## config.mk

```make
export PLATFORM = sky130hd
export DESIGN_NAME = sram_recorder
export DESIGN_NICKNAME = d
export VERILOG_FILES = /design/src/rtl/sram_rec_pkg.sv /design/src/rtl/i2s_rx_deser.sv /design/src/rtl/sram_recorder.sv
export SDC_FILE = /design/constraint.sdc
export NUM_CORES = 1
export LEC_CHECK = 0
export ABC_AREA = 1
export ABC_CLOCK_PERIOD_IN_PS = 1500
export BUFFER_PORTS_ARGS = -buffer_cell sky130_fd_sc_hd__buf_4
export CORE_MARGIN = 1
export CORE_UTILIZATION = 32
export CTS_CLUSTER_DIAMETER = 50
export CTS_CLUSTER_SIZE = 8
export DETAILED_ROUTE_END_ITERATION = 6
export PLACE_DENSITY = 0.49
export SYNTH_ARGS = -nofsm -noshare
export SYNTH_HDL_FRONTEND = slang
export SYNTH_SLANG_ARGS = --single-unit
```

## constraint.sdc

```tcl
create_clock -name i_bclk -period 1.5 [get_ports i_bclk]
set_input_delay 0.15 -clock i_bclk [delete_from_list [all_inputs] [get_ports i_bclk]]
set_output_delay 0.15 -clock i_bclk [all_outputs]
set_load 0.02 [all_outputs]
```

## src/rtl/sram_rec_pkg.sv

```systemverilog
// Shared types and defaults for the SRAM audio recorder.
package sram_rec_pkg;
  localparam int SAMPLE_W_DEF = 16;
  localparam int ADDR_W_DEF   = 20;

  // Status codes double as the state encoding so o_state is the state register.
  localparam logic [2:0] CODE_IDLE  = 3'b001;
  localparam logic [2:0] CODE_ARM   = 3'b010;
  localparam logic [2:0] CODE_REC   = 3'b100;
  localparam logic [2:0] CODE_PAUSE = 3'b101;
  localparam logic [2:0] CODE_FULL  = 3'b111;

  typedef enum logic [2:0] {
    ST_IDLE  = CODE_IDLE,
    ST_ARM   = CODE_ARM,
    ST_REC   = CODE_REC,
    ST_PAUSE = CODE_PAUSE,
    ST_FULL  = CODE_FULL
  } state_e;
endpackage

```

## src/rtl/i2s_rx_deser.sv

```systemverilog
// Left-channel I2S deserializer: frame edge detect, MSB-first shift, one-cycle valid.
module i2s_rx_deser
  import sram_rec_pkg::*;
#(
  parameter int SAMPLE_W = SAMPLE_W_DEF
) (
  input  logic                i_bclk,
  input  logic                i_rst_n,
  input  logic                i_clear,
  input  logic                i_lrck,
  input  logic                i_dat,
  output logic                o_frame,
  output logic                o_valid,
  output logic [SAMPLE_W-1:0] o_sample
);
  localparam int CNT_W = $clog2(SAMPLE_W + 1);
  localparam logic [CNT_W-1:0] LAST = CNT_W'(SAMPLE_W - 1);

  logic                lrck_q;
  logic                act_q, act_d;
  logic                vld_q, vld_d;
  logic [CNT_W-1:0]    cnt_q, cnt_d;
  logic [SAMPLE_W-1:0] sh_q, sh_d;

  assign o_frame  = lrck_q & ~i_lrck;
  assign o_valid  = vld_q;
  assign o_sample = sh_q;

  // The edge that sees the fall only arms; data starts one BCLK later.
  always_comb begin
    act_d = act_q;
    cnt_d = cnt_q;
    sh_d  = sh_q;
    vld_d = 1'b0;
    if (i_clear) begin
      act_d = 1'b0;
      cnt_d = '0;
    end else if (o_frame) begin
      act_d = 1'b1;
      cnt_d = '0;
    end else if (act_q) begin
      sh_d = {sh_q[SAMPLE_W-2:0], i_dat};
      if (cnt_q == LAST) begin
        act_d = 1'b0;
        vld_d = 1'b1;
      end else begin
        cnt_d = cnt_q + CNT_W'(1);
      end
    end
  end

  always_ff @(posedge i_bclk or negedge i_rst_n) begin
    if (!i_rst_n) begin
      lrck_q <= 1'b0;
      act_q  <= 1'b0;
      vld_q  <= 1'b0;
      cnt_q  <= '0;
      sh_q   <= '0;
    end else begin
      lrck_q <= i_lrck;
      act_q  <= act_d;
      vld_q  <= vld_d;
      cnt_q  <= cnt_d;
      sh_q   <= sh_d;
    end
  end
endmodule

```

## src/rtl/sram_recorder.sv

```systemverilog
// Recorder control: FSM, SRAM address/length counters and single-cycle write strobe.
module sram_recorder
  import sram_rec_pkg::*;
#(
  parameter int                SAMPLE_W = SAMPLE_W_DEF,
  parameter int                ADDR_W   = ADDR_W_DEF,
  parameter logic [ADDR_W-1:0] MAX_ADDR = '1
) (
  input  logic                i_bclk,
  input  logic                i_rst_n,
  input  logic                i_enable,
  input  logic                i_start,
  input  logic                i_pause,
  input  logic                i_stop,
  input  logic                i_ADCLRCK,
  input  logic                i_ADCDAT,
  output logic [ADDR_W-1:0]   o_addr,
  output logic [SAMPLE_W-1:0] o_SRAM_DQ,
  output logic                o_dq_oe,
  output logic                o_SRAM_WE_N,
  output logic [ADDR_W-1:0]   o_end_addr,
  output logic                o_full,
  output logic                o_rec_n,
  output logic [2:0]          o_state
);
  state_e              state_q, state_d;
  logic [ADDR_W-1:0]   addr_q, addr_d;
  logic [ADDR_W-1:0]   end_q, end_d;
  logic [SAMPLE_W-1:0] dq_q, dq_d;
  logic                oe_q, oe_d;
  logic                we_n_q, we_n_d;
  logic                full_q, full_d;

  logic                frame, vld, clear;
  logic [SAMPLE_W-1:0] sample;
  logic                wr_start, wr_done, hit_max;

  i2s_rx_deser #(.SAMPLE_W(SAMPLE_W)) u_deser (
    .i_bclk   (i_bclk),
    .i_rst_n  (i_rst_n),
    .i_clear  (clear),
    .i_lrck   (i_ADCLRCK),
    .i_dat    (i_ADCDAT),
    .o_frame  (frame),
    .o_valid  (vld),
    .o_sample (sample)
  );

  // Capture only runs while heading into ARM/REC; leaving them drops a partial sample.
  assign clear    = !(state_d == ST_ARM || state_d == ST_REC);
  assign wr_start = (state_q == ST_REC) && vld && i_enable && !i_stop;
  assign wr_done  = !we_n_q;
  assign hit_max  = wr_done && (addr_q == MAX_ADDR);

  always_comb begin
    state_d = state_q;
    addr_d  = addr_q;
    end_d   = end_q;
    dq_d    = dq_q;
    oe_d    = oe_q;
    we_n_d  = we_n_q;
    full_d  = full_q;

    // An in-flight write always finishes, whatever the state does.
    if (wr_done) begin
      we_n_d = 1'b1;
      oe_d   = 1'b0;
      end_d  = addr_q + ADDR_W'(1);
      if (!hit_max) addr_d = addr_q + ADDR_W'(1);
    end
    if (wr_start) begin
      dq_d   = sample;
      oe_d   = 1'b1;
      we_n_d = 1'b0;
    end
    if (hit_max) full_d = 1'b1;

    if (!i_enable) begin
      state_d = ST_IDLE;
    end else begin
      unique case (state_q)
        ST_IDLE: begin
          if (i_start && !i_stop && !i_pause) begin
            state_d = ST_ARM;
            addr_d  = '0;
            end_d   = '0;
            full_d  = 1'b0;
          end
        end
        ST_ARM: begin
          if (i_stop)     state_d = ST_IDLE;
          else if (frame) state_d = ST_REC;
        end
        ST_REC: begin
          if (i_stop)       state_d = ST_IDLE;
          else if (hit_max) state_d = ST_FULL;
          else if (i_pause) state_d = ST_PAUSE;
        end
        ST_PAUSE: begin
          if (i_stop)       state_d = ST_IDLE;
          else if (hit_max) state_d = ST_FULL;
          else if (i_pause) state_d = ST_ARM;
        end
        ST_FULL: begin
          if (i_stop) state_d = ST_IDLE;
        end
        default: state_d = ST_IDLE;
      endcase
    end
  end

  always_ff @(posedge i_bclk or negedge i_rst_n) begin
    if (!i_rst_n) begin
      state_q <= ST_IDLE;
      addr_q  <= '0;
      end_q   <= '0;
      dq_q    <= '0;
      oe_q    <= 1'b0;
      we_n_q  <= 1'b1;
      full_q  <= 1'b0;
    end else begin
      state_q <= state_d;
      addr_q  <= addr_d;
      end_q   <= end_d;
      dq_q    <= dq_d;
      oe_q    <= oe_d;
      we_n_q  <= we_n_d;
      full_q  <= full_d;
    end
  end

  assign o_addr      = addr_q;
  assign o_SRAM_DQ   = dq_q;
  assign o_dq_oe     = oe_q;
  assign o_SRAM_WE_N = we_n_q;
  assign o_end_addr  = end_q;
  assign o_full      = full_q;
  assign o_rec_n     = (state_q != ST_REC);
  assign o_state     = state_q;
endmodule

```

======== After elaboration in Yosys (flattened, before gate mapping) ========
Cells that the tools add are included.
word-level totals
  input port bits ......................... 8
  bits in registers ....................... 86
  memory bits (writable) .................. 0
  ROM bits ................................ 0
  latch bits .............................. 0
  memories ................................ 0
  output and inout bits ................... 63
  word-level logic and storage cells ...... 82
cells by class
  divide/modulo/power cells ............... 0
  $mul .................................... 0
  equality and inequality tests ........... 13
  shifts and indexed selects .............. 0
  reductions and logical operators ........ 12
  $add $sub $neg .......................... 2
  bitwise operators ....................... 3
  muxes and demuxes ....................... 40
  $lt $le $gt $ge ......................... 0
operators with widths
  operator                                                                number
  20-bit 2-to-1 mux                                                       9
  3-bit 2-to-1 mux                                                        11
  20-bit by 1-bit adder with 20-bit output (second input constant)        1
  20-bit equality test (second input constant)                            1
  5-bit 2-to-1 mux                                                        4
  1-bit 2-to-1 mux                                                        15
  3-bit one-hot mux with 5 select lines                                   1
  3-bit equality test (second input constant)                             4
  3-bit by 2-bit equality test with 1-bit output (second input constant)  2
  1-bit logical AND                                                       6
  3-bit != test (second input constant)                                   2
  5-bit by 1-bit adder with 5-bit output (second input constant)          1
  5-bit by 4-bit equality test with 1-bit output (second input constant)  1
  3-bit by 1-bit equality test with 1-bit output (second input constant)  1
  1-bit logical NOT                                                       3
  3-bit by 2-bit != test with 1-bit output (second input constant)        1
  3-bit AND reduction                                                     1
  2-bit by 1-bit != test with 1-bit output (second input constant)        1
  1-bit inverter                                                          2
  2-bit AND reduction                                                     1
  1-bit bitwise AND                                                       1
  1-bit logical OR                                                        1

======== Longest topological paths before layout ========
  word-level depth ........................ 10
  depth in mapped cells ................... 13

======== By module ========
A second synthesis with hierarchy kept.
second synthesis, totals
  cells, all modules ...................... 436
  area total of the unflattened synthesis .. 4090.2 um^2
by module, submodules not included
  module         area an instance (um^2)  cells each  times used
  sram_recorder  3029.2                   325         1
  i2s_rx_deser   1061.0                   111         1

======== Worst setup path after synthesis ========
No wires, ideal clock.
  path kind ............................... flip-flop to flip-flop
  start ................................... reg addr_q[0] (netlist: o_addr[0])
  end ..................................... reg u_deser.sh_q[10] (netlist: u_deser.o_sample[10])
  path slack .............................. -369 ps
  cell stages (with the launch flop) ...... 12
  data arrival time ....................... 1750 ps
  required time ........................... 1382 ps
  clock period less this slack ............ 1869 ps
  path through ............................ dfrtp_1 > ha_1 > nand2_2 > nor2_4 > nand2_2 > nor2_8 > nand3_4 > a21oi_4 > nor2_4 > buf_6 > nand4_1 > nand2_1
on the way
  cells in the longest elaborated chain, start to end .. 9
  elaborated cells between the ends (all ways) .. 12
ends and longest elaborated chain
  element                                                                                       RTL line                                   RTL
  from (decl)                                                                                   sram_recorder.sv:27                        logic [ADDR_W-1:0] addr_q, addr_d;
  from (signal assigned)                                                                        sram_recorder.sv:123                       addr_q <= addr_d;
  20-bit equality test (*)                                                                      sram_recorder.sv:53                        assign hit_max = wr_done && (addr_q == MAX_ADDR);
  1-bit logical AND (*)                                                                         sram_recorder.sv:53
  3-bit 2-to-1 mux, on equally long branches                                                    sram_recorder.sv:101, sram_recorder.sv:96
  3-bit 2-to-1 mux, on equally long branches                                                    sram_recorder.sv:100, sram_recorder.sv:95
  3-bit one-hot mux with 5 select lines (*)                                                     sram_recorder.sv:81                        unique case (state_q)
  3-bit 2-to-1 mux (*)                                                                          sram_recorder.sv:78                        if (!i_enable) begin
  3-bit by 2-bit equality test with 1-bit output / 3-bit equality test (equally long branches)  sram_recorder.sv:50                        assign clear = !(state_d == ST_ARM || state_d == ST_REC);
  1-bit logical OR (*)                                                                          sram_recorder.sv:50
  3-bit AND reduction (no source line) (*)                                                      n/a
  to (signal assigned)                                                                          i2s_rx_deser.sv:58                         sh_q <= '0;
  to (signal assigned)                                                                          i2s_rx_deser.sv:64                         sh_q <= sh_d;
  to (decl)                                                                                     i2s_rx_deser.sv:23                         logic [SAMPLE_W-1:0] sh_q, sh_d;
Every way passes the cells marked *; elsewhere a longest branch is shown, timed or not.
A chain may end at the register's enable or synchronous reset.

======== Worst setup path after layout ========
  start ................................... reg state_q[0] (netlist: o_state[0])
  end ..................................... reg u_deser.sh_q[5] (netlist: u_deser.o_sample[5])
on the way
  cells in the longest elaborated chain, start to end .. 8
  elaborated cells between the ends (all ways) .. 21
ends and longest elaborated chain
  element                                                                                       RTL line                                   RTL
  from (decl)                                                                                   sram_recorder.sv:26                        state_e state_q, state_d;
  from (signal assigned)                                                                        sram_recorder.sv:122                       state_q <= state_d;
  3-bit 2-to-1 mux, on equally long branches                                                    sram_recorder.sv:102, sram_recorder.sv:97
  3-bit 2-to-1 mux, on equally long branches                                                    sram_recorder.sv:101, sram_recorder.sv:96
  3-bit 2-to-1 mux, on equally long branches                                                    sram_recorder.sv:100, sram_recorder.sv:95
  3-bit one-hot mux with 5 select lines (*)                                                     sram_recorder.sv:81
  3-bit 2-to-1 mux (*)                                                                          sram_recorder.sv:78
  3-bit by 2-bit equality test with 1-bit output / 3-bit equality test (equally long branches)  sram_recorder.sv:50
  1-bit logical OR (*)                                                                          sram_recorder.sv:50
  3-bit AND reduction (no source line) (*)                                                      n/a
Marked as above.

==> results.sh <==
export IMPL_routabilityCongestion=0.784
export IMPL_synth_compound_area_share_pct=10.2
export IMPL_io_buffers=70
export IMPL_row_count=41
export IMPL_synth_top_flop_cell="dfrtp_1"
export IMPL_cts_root_buf="clkbuf_16"
export IMPL_syn_inst=445
export IMPL_cts_num_sinks=86
export IMPL_end_kind="register"
export IMPL_drive_above_1_share_pct=47.5
export IMPL_yosysSeqAreaShare_pct=52.2
export IMPL_worst_path_max_delay_cell="dfstp_2"
export IMPL_crit_fanout=8
export IMPL_synth_seq_cells=86
export IMPL_dp_final_hpwl_um=7200
export IMPL_grt_pass1_wl_um=18000
export IMPL_post_place_ws_ns=-0.234
export IMPL_ys_warn_count=0
export IMPL_dieArea_um2=13400
export IMPL_fin_nets=625
export IMPL_final_common_cell="buf_4"
export IMPL_startpoint_type="register"
export IMPL_layout_common_cells="145 x buf_4, 76 x dfrtp_1, 75 x nand2_1, 39 x inv_1, 25 x nor2_1"
export IMPL_yosys_cell_types_count=36
export IMPL_synth_edf_count=0
export IMPL_antenna_cells=0
export IMPL_remaining_drc_errors=0
export IMPL_syn_avg_cell_area_um2=9.27
export IMPL_synth_simple_gate_area_share_pct=21.8
export IMPL_worst_pin_slew_ns=0.355
export IMPL_setup_violations=82
export IMPL_cp_top_family="simple AND/OR/NAND/NOR gates"
export IMPL_start_util_pct=32.7
export IMPL_worstPathCellList="inv_4, nand3_4, nand2_4, nand2_2, inv_2, nor2_4, nand2_2, nor2_4, nand4_4, clkbuf_16, nand2_1, nand2_1"
export IMPL_peakVddDrop_mv=0.520
export IMPL_cts_htree_levels=3
export IMPL_syn_to_final_growth_pct=57.9
export IMPL_fp_coreArea_um2=12600
export IMPL_drt_antenna_violating_nets=0
export IMPL_maxSlewViolCount=0
export IMPL_synth_top_family_by_area="simple AND/OR/NAND/NOR gates"
export IMPL_grt_pass1_vias=3658
export IMPL_max_slew_margin_rel_pct=76.3
export IMPL_grt_max_degree=52
export IMPL_antenna_found_initial=0
export IMPL_synth_xor_area_share_pct=3.61
export IMPL_die_h_um=116
export IMPL_clk_latency_ns=0.34
export IMPL_synth_top_cell_by_area="dfrtp_1"
export IMPL_cts_tree="built"
export IMPL_required_ns=1.72
export IMPL_numCtsBuffers=9
export IMPL_clk_pin_slew_ns=0.06
export IMPL_max_stage_delay_ns=0.58
export IMPL_clk_path_buf_depth=2
export IMPL_total_power_w=0.00501
export IMPL_synthTopCellsByArea="dfrtp_1 51%, nand2_1 7.8%, inv_1 4.0%"
export IMPL_io_pins=71
export IMPL_cp_arrival_ns=1.97
export IMPL_ys_async_sr_fraction_pct=100
export IMPL_hold_slack_ns=0.0636
export IMPL_fin_util_pct=51.6
export IMPL_p_leak_nw=3.35
export IMPL_max_clock_freq_mhz=573
export IMPL_wl_per_cell_um=14.6
export IMPL_power_density_nw_per_um2=769
export IMPL_synthesis_nets=456
export IMPL_dr_pass1_iters=4
export IMPL_violations="setup timing"
export IMPL_dpl_instance_area_um2=5420
export IMPL_finalCritPeriodShare_pct=116
export IMPL_fin_ws_ns=-0.245
export IMPL_grt_overflow=0
export IMPL_netlist_area_leader_share_pct=50.9
export IMPL_hp_class="in -> reg"
export IMPL_hold_violations=0
export IMPL_syn_area_um2=4130
export IMPL_vias=3723
export IMPL_rsz0062_at_grt="yes"
export IMPL_crit_type="reg -> reg"
export IMPL_crit_buf_inv=3
export IMPL_fp_dieW_um=116
export IMPL_viasPerCell=4.71
export IMPL_track_usage_pct=17.5
export IMPL_muxShareOfSynthArea_pct=4.37
export IMPL_synth_fa_ha_area_share_pct=0.910
export IMPL_maxCapViolations=0
export IMPL_outcome="finished with violations"
export IMPL_stdcell_area_um2=6520
export IMPL_drt_iter0_markers=197
export IMPL_skew_ns=0.00967
export IMPL_wirelength_um=11600
export IMPL_finalCriticalPeriod_ns=1.74
## final cells by class
| cell class | instances | area, µm² |
|---|---|---|
| clock buffers | 12 | 267 |
| well taps | 172 | 215 |
| repair buffers | 176 | 1560 |
| inverters | 52 | 219 |
| fillers | 1205 | 6100 |
| flip-flops and latches | 86 | 2160 |
| clock inverters | 4 | 53.8 |
| multi-input cells | 289 | 2040 |
## cells by family after synthesis
kind of cell | Yosys count
compound gates | 73
xor+xnor | 17
fa+ha+maj | 3
buf+inv | 70
flops | 86
mux | 16
simple gates | 180
## flip-flops by register name (all words and copies together) (netlist names)
| signal | flops |
|---|---|
| o_end_addr | 20 |
| u_deser.cnt_q | 5 |
| o_SRAM_WE_N | 1 |
| o_dq_oe | 1 |
| u_deser.o_sample | 16 |
| o_addr | 20 |
| o_SRAM_DQ | 16 |
| o_state | 3 |
| u_deser.act_q | 1 |
| o_full | 1 |
| u_deser.o_valid | 1 |
| u_deser.lrck_q | 1 |
## worst reg2reg max path, stage by stage, from the launching register on
cell and delay, ns:
dfstp_2 0.58, inv_4 0.06, nand3_4 0.11, nand2_4 0.06
nand2_2 0.06, inv_2 0.04, nor2_4 0.10, nand2_2 0.08
nor2_4 0.10, nand4_4 0.12, clkbuf_16 0.21, nand2_1 0.06
nand2_1 0.06
## path summary, 6_finish.rpt
path	start	end	slack (ns)	cells after the start
min in group asynchronous	i_rst_n	o_end_addr[3]	0.17	2
max in group asynchronous	i_rst_n	o_SRAM_WE_N	0.81	3
min reg2reg	u_deser.o_sample[15]	u_deser.o_sample[15]	0.49	2
max	o_state[0]	u_deser.o_sample[5]	-0.24	12
min	i_ADCDAT	u_deser.o_sample[0]	0.06	3
max reg2reg	o_state[0]	u_deser.o_sample[5]	-0.24	12
## what timing repair did
item	in CTS	in global routing
cloned	2	3
resized for setup	37	73
buffers inserted	14	16
endpoints found under the setup margin	76	84
hold endpoints to repair	86	0
hold buffers	3	0
pin swaps	13	21
## layer usage
layer	track usage, %	vias to the layer above	part of all wire (%)
met5	0	-	0
met2	30.3	57	51
li1	-	1804	-
met1	22.0	1845	44
met3	3.14	17	2.6
met4	5.89	0	1.7
## cell usage after synthesis, drive strengths merged (6+ instances only)
| library cell | count |
|---|---|
| a21oi | 28 |
| buf | 10 |
| clkbuf | 8 |
| dfrtp | 84 |
| inv | 51 |
| mux2 | 16 |
| nand2 | 92 |
| nand3 | 17 |
| nand4 | 23 |
| nor2 | 41 |
| nor3 | 6 |
| o211ai | 14 |
| o21ai | 27 |
| xnor2 | 6 |
| xor2 | 11 |
## where the power goes
group          leakage, nW  total, W  internal [W]  switching [W]
Sequential            1.17   0.00236       0.00234      0.0000167
Combinational         2.03  0.000289      0.000111       0.000178
Clock                0.151   0.00237       0.00143       0.000935
## per-stage QoR
step	TNS (ns)	std cells
6_report	-8.22	791
3_5_place_dp	-8.06	739
5_1_grt	-15.43	791
3_3_place_gp	-7.39	739
2_1_floorplan	-6.96	445
4_1_cts	-6.46	774
No activity file was read; power rests on OpenSTA's default activity.
